### src/rtl/shiftadd_multiplier_pkg.sv
// Shared definitions for the shift-add multiplier and the long divider control.
// Pure declarations: no latency, no flow control.
// State encoding is common so both units can be monitored identically.
package mult_pkg;

    localparam int MULT_N = 8;

    typedef enum logic [1:0] {
        S1 = 2'd0,
        S2 = 2'd1,
        S3 = 2'd2
    } state_t;

endpackage

### src/rtl/shiftadd_multiplier_if.sv
// Operand/result bundle between a requester and the shift-add multiplier.
// Latency: none (wires only).
// Backpressure: none; the requester holds s high until it has consumed P.
interface shiftadd_multiplier_if
    import mult_pkg::*;
#(
    parameter int N = MULT_N
) ();

    logic             s;
    logic             LA;
    logic             EB;
    logic [N-1:0]     DataA;
    logic [N-1:0]     DataB;
    logic [N-1:0]     DataC;
    logic [2*N-1:0]   P;
    logic             Done;

    modport master (
        output s, LA, EB, DataA, DataB, DataC,
        input  P, Done
    );

    modport slave (
        input  s, LA, EB, DataA, DataB, DataC,
        output P, Done
    );

endinterface

### src/rtl/shiftrne_lr.sv
// Loadable W-bit shift register with enable; shifts left or right by one, zero fill.
// Latency: 1 cycle from ld/en to q.
// Backpressure: none; ld takes priority over en.
module shiftrne_lr #(
    parameter int   W    = 8,
    parameter logic LEFT = 1'b0
) (
    input  logic         clk,
    input  logic         rst_n,
    input  logic         ld,
    input  logic         en,
    input  logic [W-1:0] d,
    output logic [W-1:0] q
);

    always_ff @(posedge clk or negedge rst_n) begin
        if (!rst_n) begin
            q <= '0;
        end else if (ld) begin
            q <= d;
        end else if (en) begin
            if (LEFT) q <= q << 1;
            else      q <= q >> 1;
        end
    end

endmodule

### src/rtl/shiftadd_multiplier.sv
// Sequential unsigned multiply-accumulate: P = DataA*DataB + DataC over N steps.
// Latency: N cycles from the edge that samples s=1 in S1 to Done=1.
// Backpressure: Done/P held in S3 while s stays high; dropping s returns to S1.
module shiftadd_multiplier
    import mult_pkg::*;
#(
    parameter int N  = MULT_N,
    parameter int CW = 4
) (
    input  logic                 Clock,
    input  logic                 Resetn,
    shiftadd_multiplier_if.slave bus
);

    localparam logic [CW-1:0] CNT_ONE  = CW'(1);
    localparam logic [CW-1:0] CNT_INIT = CW'(N);

    state_t          state;
    logic [CW-1:0]   count;
    logic [2*N-1:0]  p_acc;
    logic [2*N-1:0]  a_q;
    logic [N-1:0]    b_q;
    logic            done;

    logic            ld_a;
    logic            ld_b;
    logic            step;

    assign ld_a = (state == S1) && bus.LA;
    assign ld_b = (state == S1) && bus.EB;
    assign step = (state == S2);

    shiftrne_lr #(
        .W    (2*N),
        .LEFT (1'b1)
    ) u_shift_a (
        .clk   (Clock),
        .rst_n (Resetn),
        .ld    (ld_a),
        .en    (step),
        .d     ({{N{1'b0}}, bus.DataA}),
        .q     (a_q)
    );

    shiftrne_lr #(
        .W    (N),
        .LEFT (1'b0)
    ) u_shift_b (
        .clk   (Clock),
        .rst_n (Resetn),
        .ld    (ld_b),
        .en    (step),
        .d     (bus.DataB),
        .q     (b_q)
    );

    // The 2N-bit sum cannot overflow for unsigned N-bit operands plus an N-bit addend.
    always_ff @(posedge Clock or negedge Resetn) begin
        if (!Resetn) begin
            state <= S1;
            count <= '0;
            p_acc <= '0;
            done  <= 1'b0;
        end else begin
            case (state)
                S1: begin
                    done  <= 1'b0;
                    count <= CNT_INIT;
                    if (bus.LA) p_acc <= {{N{1'b0}}, bus.DataC};
                    if (bus.s)  state <= S2;
                end
                S2: begin
                    if (b_q[0]) p_acc <= p_acc + a_q;
                    count <= count - CNT_ONE;
                    if (count == CNT_ONE) begin
                        state <= S3;
                        done  <= 1'b1;
                    end
                end
                S3: begin
                    if (!bus.s) begin
                        state <= S1;
                        done  <= 1'b0;
                    end
                end
                default: begin
                    state <= S1;
                    done  <= 1'b0;
                end
            endcase
        end
    end

    assign bus.P    = p_acc;
    assign bus.Done = done;

endmodule
### src/flat_wrapper.sv
// flat-port wrapper written by rule: the top's interface ports become plain ports
module shiftadd_multiplier_flat import mult_pkg::*;
#(
    parameter int N  = MULT_N,
    parameter int CW = 4
)
  (Clock, Resetn, bus_s, bus_LA, bus_EB, bus_DataA, bus_DataB, bus_DataC, bus_P, bus_Done);
  shiftadd_multiplier_if #(.N(N)) bus_i ();
  input  logic Clock;
  input  logic Resetn;
  input wire logic [$bits(bus_i.s)-1:0] bus_s;
  input wire logic [$bits(bus_i.LA)-1:0] bus_LA;
  input wire logic [$bits(bus_i.EB)-1:0] bus_EB;
  input wire logic [$bits(bus_i.DataA)-1:0] bus_DataA;
  input wire logic [$bits(bus_i.DataB)-1:0] bus_DataB;
  input wire logic [$bits(bus_i.DataC)-1:0] bus_DataC;
  output wire logic [$bits(bus_i.P)-1:0] bus_P;
  output wire logic [$bits(bus_i.Done)-1:0] bus_Done;
  assign bus_i.s = bus_s;
  assign bus_i.LA = bus_LA;
  assign bus_i.EB = bus_EB;
  assign bus_i.DataA = bus_DataA;
  assign bus_i.DataB = bus_DataB;
  assign bus_i.DataC = bus_DataC;
  assign bus_P = bus_i.P;
  assign bus_Done = bus_i.Done;
  shiftadd_multiplier #(.N(N), .CW(CW)) u_core (.Clock(Clock), .Resetn(Resetn), .bus(bus_i));
endmodule
### config.mk
export PLATFORM = sky130hd
export DESIGN_NAME = shiftadd_multiplier_flat
export DESIGN_NICKNAME = d
export VERILOG_FILES = /design/src/rtl/shiftadd_multiplier_pkg.sv /design/src/rtl/shiftadd_multiplier_if.sv /design/src/rtl/shiftrne_lr.sv /design/src/rtl/shiftadd_multiplier.sv /design/src/flat_wrapper.sv
export SDC_FILE = /design/constraint.sdc
export NUM_CORES = 1
export LEC_CHECK = 0
export BUFFER_PORTS_ARGS = -buffer_cell sky130_fd_sc_hd__buf_4
export CAP_MARGIN = 10
export CORE_MARGIN = 4
export CORE_UTILIZATION = 57
export CTS_CLUSTER_DIAMETER = 80
export CTS_CLUSTER_SIZE = 8
export DETAILED_ROUTE_END_ITERATION = 10
export GPL_TIMING_DRIVEN = 0
export PLACE_DENSITY = 0.87
export REMOVE_ABC_BUFFERS = 1
export SLEW_MARGIN = 10
export SYNTH_ARGS = -nofsm -noshare
export SYNTH_HDL_FRONTEND = slang
export SYNTH_SLANG_ARGS = --single-unit
### constraint.sdc
create_clock -name Clock -period 3 [get_ports Clock]
set_clock_uncertainty 0.05 [all_clocks]
set_input_delay 0.15 -clock Clock [delete_from_list [all_inputs] [get_ports Clock]]
set_output_delay 0.15 -clock Clock [all_outputs]
set_load 0.01 [all_outputs]
==> run summary <==
• 100% — fraction of registers with async set/reset
• 47 — sink count of the clock tree
• sky130_fd_sc_hd__dfrtp_1 — predominant post-synthesis flop cell
• 0.09 ns — clk slew on worst S/H paths
• 79.5 um — horizontal die dimension
• 2.76 ns — Period minus WS final
• 0.00291 sq mm — post-synthesis cell area
• done — TritonCTS clock tree
• 8.75 sq um — syn avg cell area
• 15.4 um — routed length per placed instance
• 46 — count of different cell masters after synthesis
• sky130_fd_sc_hd__clkbuf_8 — Clock Tree Root
• 0.674 mV — IR Drop Worst-Case VDD
• 0 — Syn. warnings
• register to register — crit path kind
• 180 — number of DRC violations after detailed-routing iteration 0
• 0 — count of nets left with antenna violations after detail routing
• 12000 um — global-route wire length before repair
• 0.00632 sq mm — floorplan die area
• register — category of the worst setup path launch point
• sky130_fd_sc_hd__dfrtp_1, sky130_fd_sc_hd__nand2_1, sky130_fd_sc_hd__ha_1, sky130_fd_sc_hd__o21ai_0, sky130_fd_sc_hd__a22oi_1 — leading post-synthesis cells by cell area
• 23.6% — total track usage
• register — type of element capturing the critical path
• 47 — flop and latch count out of synthesis
• finished, final reports clean — result of the run
• 418 — total number of nets in the final design
• 46 — Top Ports
• 17.4% — area grow syn2layout
• 60.1% — initial cell density of the core
• 2 — # H-tree levels
• 0.362 GHz — timing-limited maximum frequency
• 6770 um — post-detailed-routing wire length
• 0 — antenna violations before repair
• 0.960 ns — actual slew at the worst max-slew pin
• 35.9% — headroom to the max-slew limit
• 5.92 — via count normalized by instance count
• 0 ns — total negative slack
• 0.00485 sq mm — core area
• 0.24 ns — setup slack, reg-to-reg
• 0 — number of enable-type register cells in the synthesized netlist
• 92.0% — final worst-path cycle share
• 333 — cell count after synthesis
• 0 — remaining global-route overflow
• no — setup repair after global routing missed its margin
• 0 — Max Cap Viol
• 32 — top fanout value on the critical path
• 40.4% — proportion of synthesized chip area in sequential cells
• 17.7% — fraction of layout instances using a drive strength above 1
• 45 — I/O Buffers
• 0.00945 ns — Min Hold Slack
• 25 — number of standard-cell rows in the floorplan
• 0 — Pins Over Slew Limit
• 0.915 — global placer's final weighted congestion
• 0 — total count of hold-check failures in the final report
• 1.57 nW — static leakage
• 0.31 ns — worst skew pair latency
• 1110 mW/mm^2 — PwrDens
• 48 — largest net degree at the start of global routing
• 0 — Final setup violation count
• 2674 — vias in the first global route
• 2.90 ns — arrival time of data at the critical path endpoint
• 0 — remaining routing DRC violations
• 4 — first drt pass iteration count
• primary input to register — Hold Path Class
• 2 — maximum clock insertion buffer count
• sky130_fd_sc_hd__dfrtp_1 — most area-hungry cell type in the Yosys netlist
• 40.4% — post-synth top area share
• 2598 — vias
• 0 — Post-CTS Setup Repair Bufs
• 79.5 um — height of the chip
• 5 — Inserted Clock Buffers
• 4690 um — total half-perimeter wirelength after legalization and detailed placement
• 3.79 mW — Total Power Consumption
• 0 — antenna diode count
• 3.14 ns — required time of the critical path
## sequential cells by signal (all words and copies together) (netlist names)
signal              cells
u_core.count            4
u_core.u_shift_b.q      8
u_core.u_shift_a.q     16
u_core.bus.P           16
u_core.bus.Done         1
u_core.state            2
## path summary, 6_finish.rpt
kind / end / cells past startpoint / startpoint
max: u_core.bus.P[7]$_DFFE_PN0P_ / 6 / u_core.state[1]$_DFFE_PN0P_
min: u_core.u_shift_a.q[5]$_DFFE_PN0P_ / 3 / bus_DataA[5]
max reg2reg: u_core.bus.P[7]$_DFFE_PN0P_ / 6 / u_core.state[1]$_DFFE_PN0P_
min reg2reg: u_core.u_shift_b.q[7]$_DFFE_PN0P_ / 2 / u_core.u_shift_b.q[7]$_DFFE_PN0P_
max in group asynchronous: u_core.u_shift_b.q[3]$_DFFE_PN0P_ / 2 / Resetn
min in group asynchronous: u_core.bus.P[10]$_DFFE_PN0P_ / 2 / Resetn
## cell usage after synthesis, types with 3 or more instances
| cell type | instances |
|---|---|
| sky130_fd_sc_hd__nor3_1 | 8 |
| sky130_fd_sc_hd__nand4_1 | 4 |
| sky130_fd_sc_hd__dfrtp_1 | 47 |
| sky130_fd_sc_hd__nor2_1 | 18 |
| sky130_fd_sc_hd__nor2b_1 | 12 |
| sky130_fd_sc_hd__nand2_1 | 57 |
| sky130_fd_sc_hd__nand3_1 | 9 |
| sky130_fd_sc_hd__nand3b_1 | 3 |
| sky130_fd_sc_hd__a21oi_1 | 22 |
| sky130_fd_sc_hd__ha_1 | 17 |
| sky130_fd_sc_hd__inv_1 | 6 |
| sky130_fd_sc_hd__a211oi_1 | 6 |
| sky130_fd_sc_hd__o21ai_0 | 34 |
| sky130_fd_sc_hd__clkbuf_1 | 11 |
| sky130_fd_sc_hd__mux2i_1 | 6 |
| sky130_fd_sc_hd__a22oi_1 | 15 |
| sky130_fd_sc_hd__nor3b_1 | 7 |
| sky130_fd_sc_hd__nand2b_1 | 3 |
| sky130_fd_sc_hd__xnor2_1 | 5 |
| sky130_fd_sc_hd__o21bai_1 | 5 |
| sky130_fd_sc_hd__buf_2 | 6 |
## power by group
group	switching [mW]	leakage, nW	internal (mW)
combinational	1.24	0.912	0.884
sequential	0.280	0.604	0.910
clock	0.226	0.0581	0.248
## layout make-up
class | instances | area (sq um)
timing repair buffer | 49 | 378
inverter | 6 | 22.5
fill | 403 | 1430
sequential | 47 | 1180
tap | 67 | 83.8
clock inverter | 3 | 43.8
clock buffer | 5 | 68.8
multi-input combinational | 262 | 1650
## worst max-delay path, stage by stage (launching register included)
cell and delay (ns):
sky130_fd_sc_hd__dfrtp_1 0.78, sky130_fd_sc_hd__and2b_2 0.52, sky130_fd_sc_hd__and2_1 0.42, sky130_fd_sc_hd__nor2_4 0.49, sky130_fd_sc_hd__nor3_1 0.10, sky130_fd_sc_hd__mux2i_1 0.18
sky130_fd_sc_hd__nand3_1 0.09
## cells in the final DEF, fill, tap and decap left out, types with 2 or more instances in the layout
cell / count
sky130_fd_sc_hd__o21ai_0: 34
sky130_fd_sc_hd__a21oi_1: 22
sky130_fd_sc_hd__a22oi_1: 15
sky130_fd_sc_hd__clkbuf_8: 5
sky130_fd_sc_hd__o21ai_1: 2
sky130_fd_sc_hd__dfrtp_1: 47
sky130_fd_sc_hd__xnor2_1: 5
sky130_fd_sc_hd__ha_1: 17
sky130_fd_sc_hd__nand3b_1: 3
sky130_fd_sc_hd__nor3b_1: 7
sky130_fd_sc_hd__o21bai_1: 5
sky130_fd_sc_hd__nor3_1: 8
sky130_fd_sc_hd__a21oi_2: 2
sky130_fd_sc_hd__buf_4: 45
sky130_fd_sc_hd__mux2i_1: 6
sky130_fd_sc_hd__nor2b_1: 12
sky130_fd_sc_hd__o31ai_1: 2
sky130_fd_sc_hd__nand2_1: 57
sky130_fd_sc_hd__a211oi_1: 6
sky130_fd_sc_hd__dlygate4sd3_1: 4
sky130_fd_sc_hd__a21o_1: 2
sky130_fd_sc_hd__nand4_1: 4
sky130_fd_sc_hd__nand2b_1: 3
sky130_fd_sc_hd__o211ai_2: 2
sky130_fd_sc_hd__a31oi_1: 2
sky130_fd_sc_hd__nand3_1: 9
sky130_fd_sc_hd__nor2_1: 18
sky130_fd_sc_hd__inv_1: 6
## kinds of logic (layout without fill, tap and decap cells)
family / Yosys count / in the layout / synth area share (%)
AOI/OAI and AO/OA: 102 / 102 / 22.3
xor gates and xnor gates: 5 / 5 / 1.50
adders and majority gates: 18 / 18 / 7.99
buffers and inverters: 24 / 63 / 3.48
DFF: 47 / 47 / 40.4
muxes: 7 / 7 / 2.45
and+or+nand+nor: 130 / 130 / 21.9
## layer usage
layer | vias to the layer above | wire, um | GRT usage (%)
met3 | 12 | 308 | 3.72
li1 | 1264 | - | -
met1 | 1252 | 2990 | 30.3
met5 | - | 0 | 0
met2 | 70 | 3360 | 40.6
met4 | 0 | 110 | 7.90
## per-stage QoR
| stage | instances | worst slack, ns | instance area, sq um | utilization [%] |
|---|---|---|---|---|
| final | 439 | 0.239 | 3420 | 70.6 |
| after global routing | 439 | 0.0260 | 3420 | 70.6 |
| after global placement | 427 | -0.0820 | 3260 | 67.1 |
| after detailed placement | 427 | -0.245 | 3260 | 67.3 |
| after floorplan | 315 | 0.580 | 2830 | - |
| after CTS | 439 | 0.238 | 3420 | 70.6 |
## what timing repair did
| item | in CTS | in global routing |
|---|---|---|
| hold endpoints to repair | 50 | 0 |
| endpoints found under the setup margin | 15 | 0 |
| resized for setup | 2 | 0 |
| hold buffers | 4 | 0 |
Note: power is estimated with default switching activity, not from simulation.
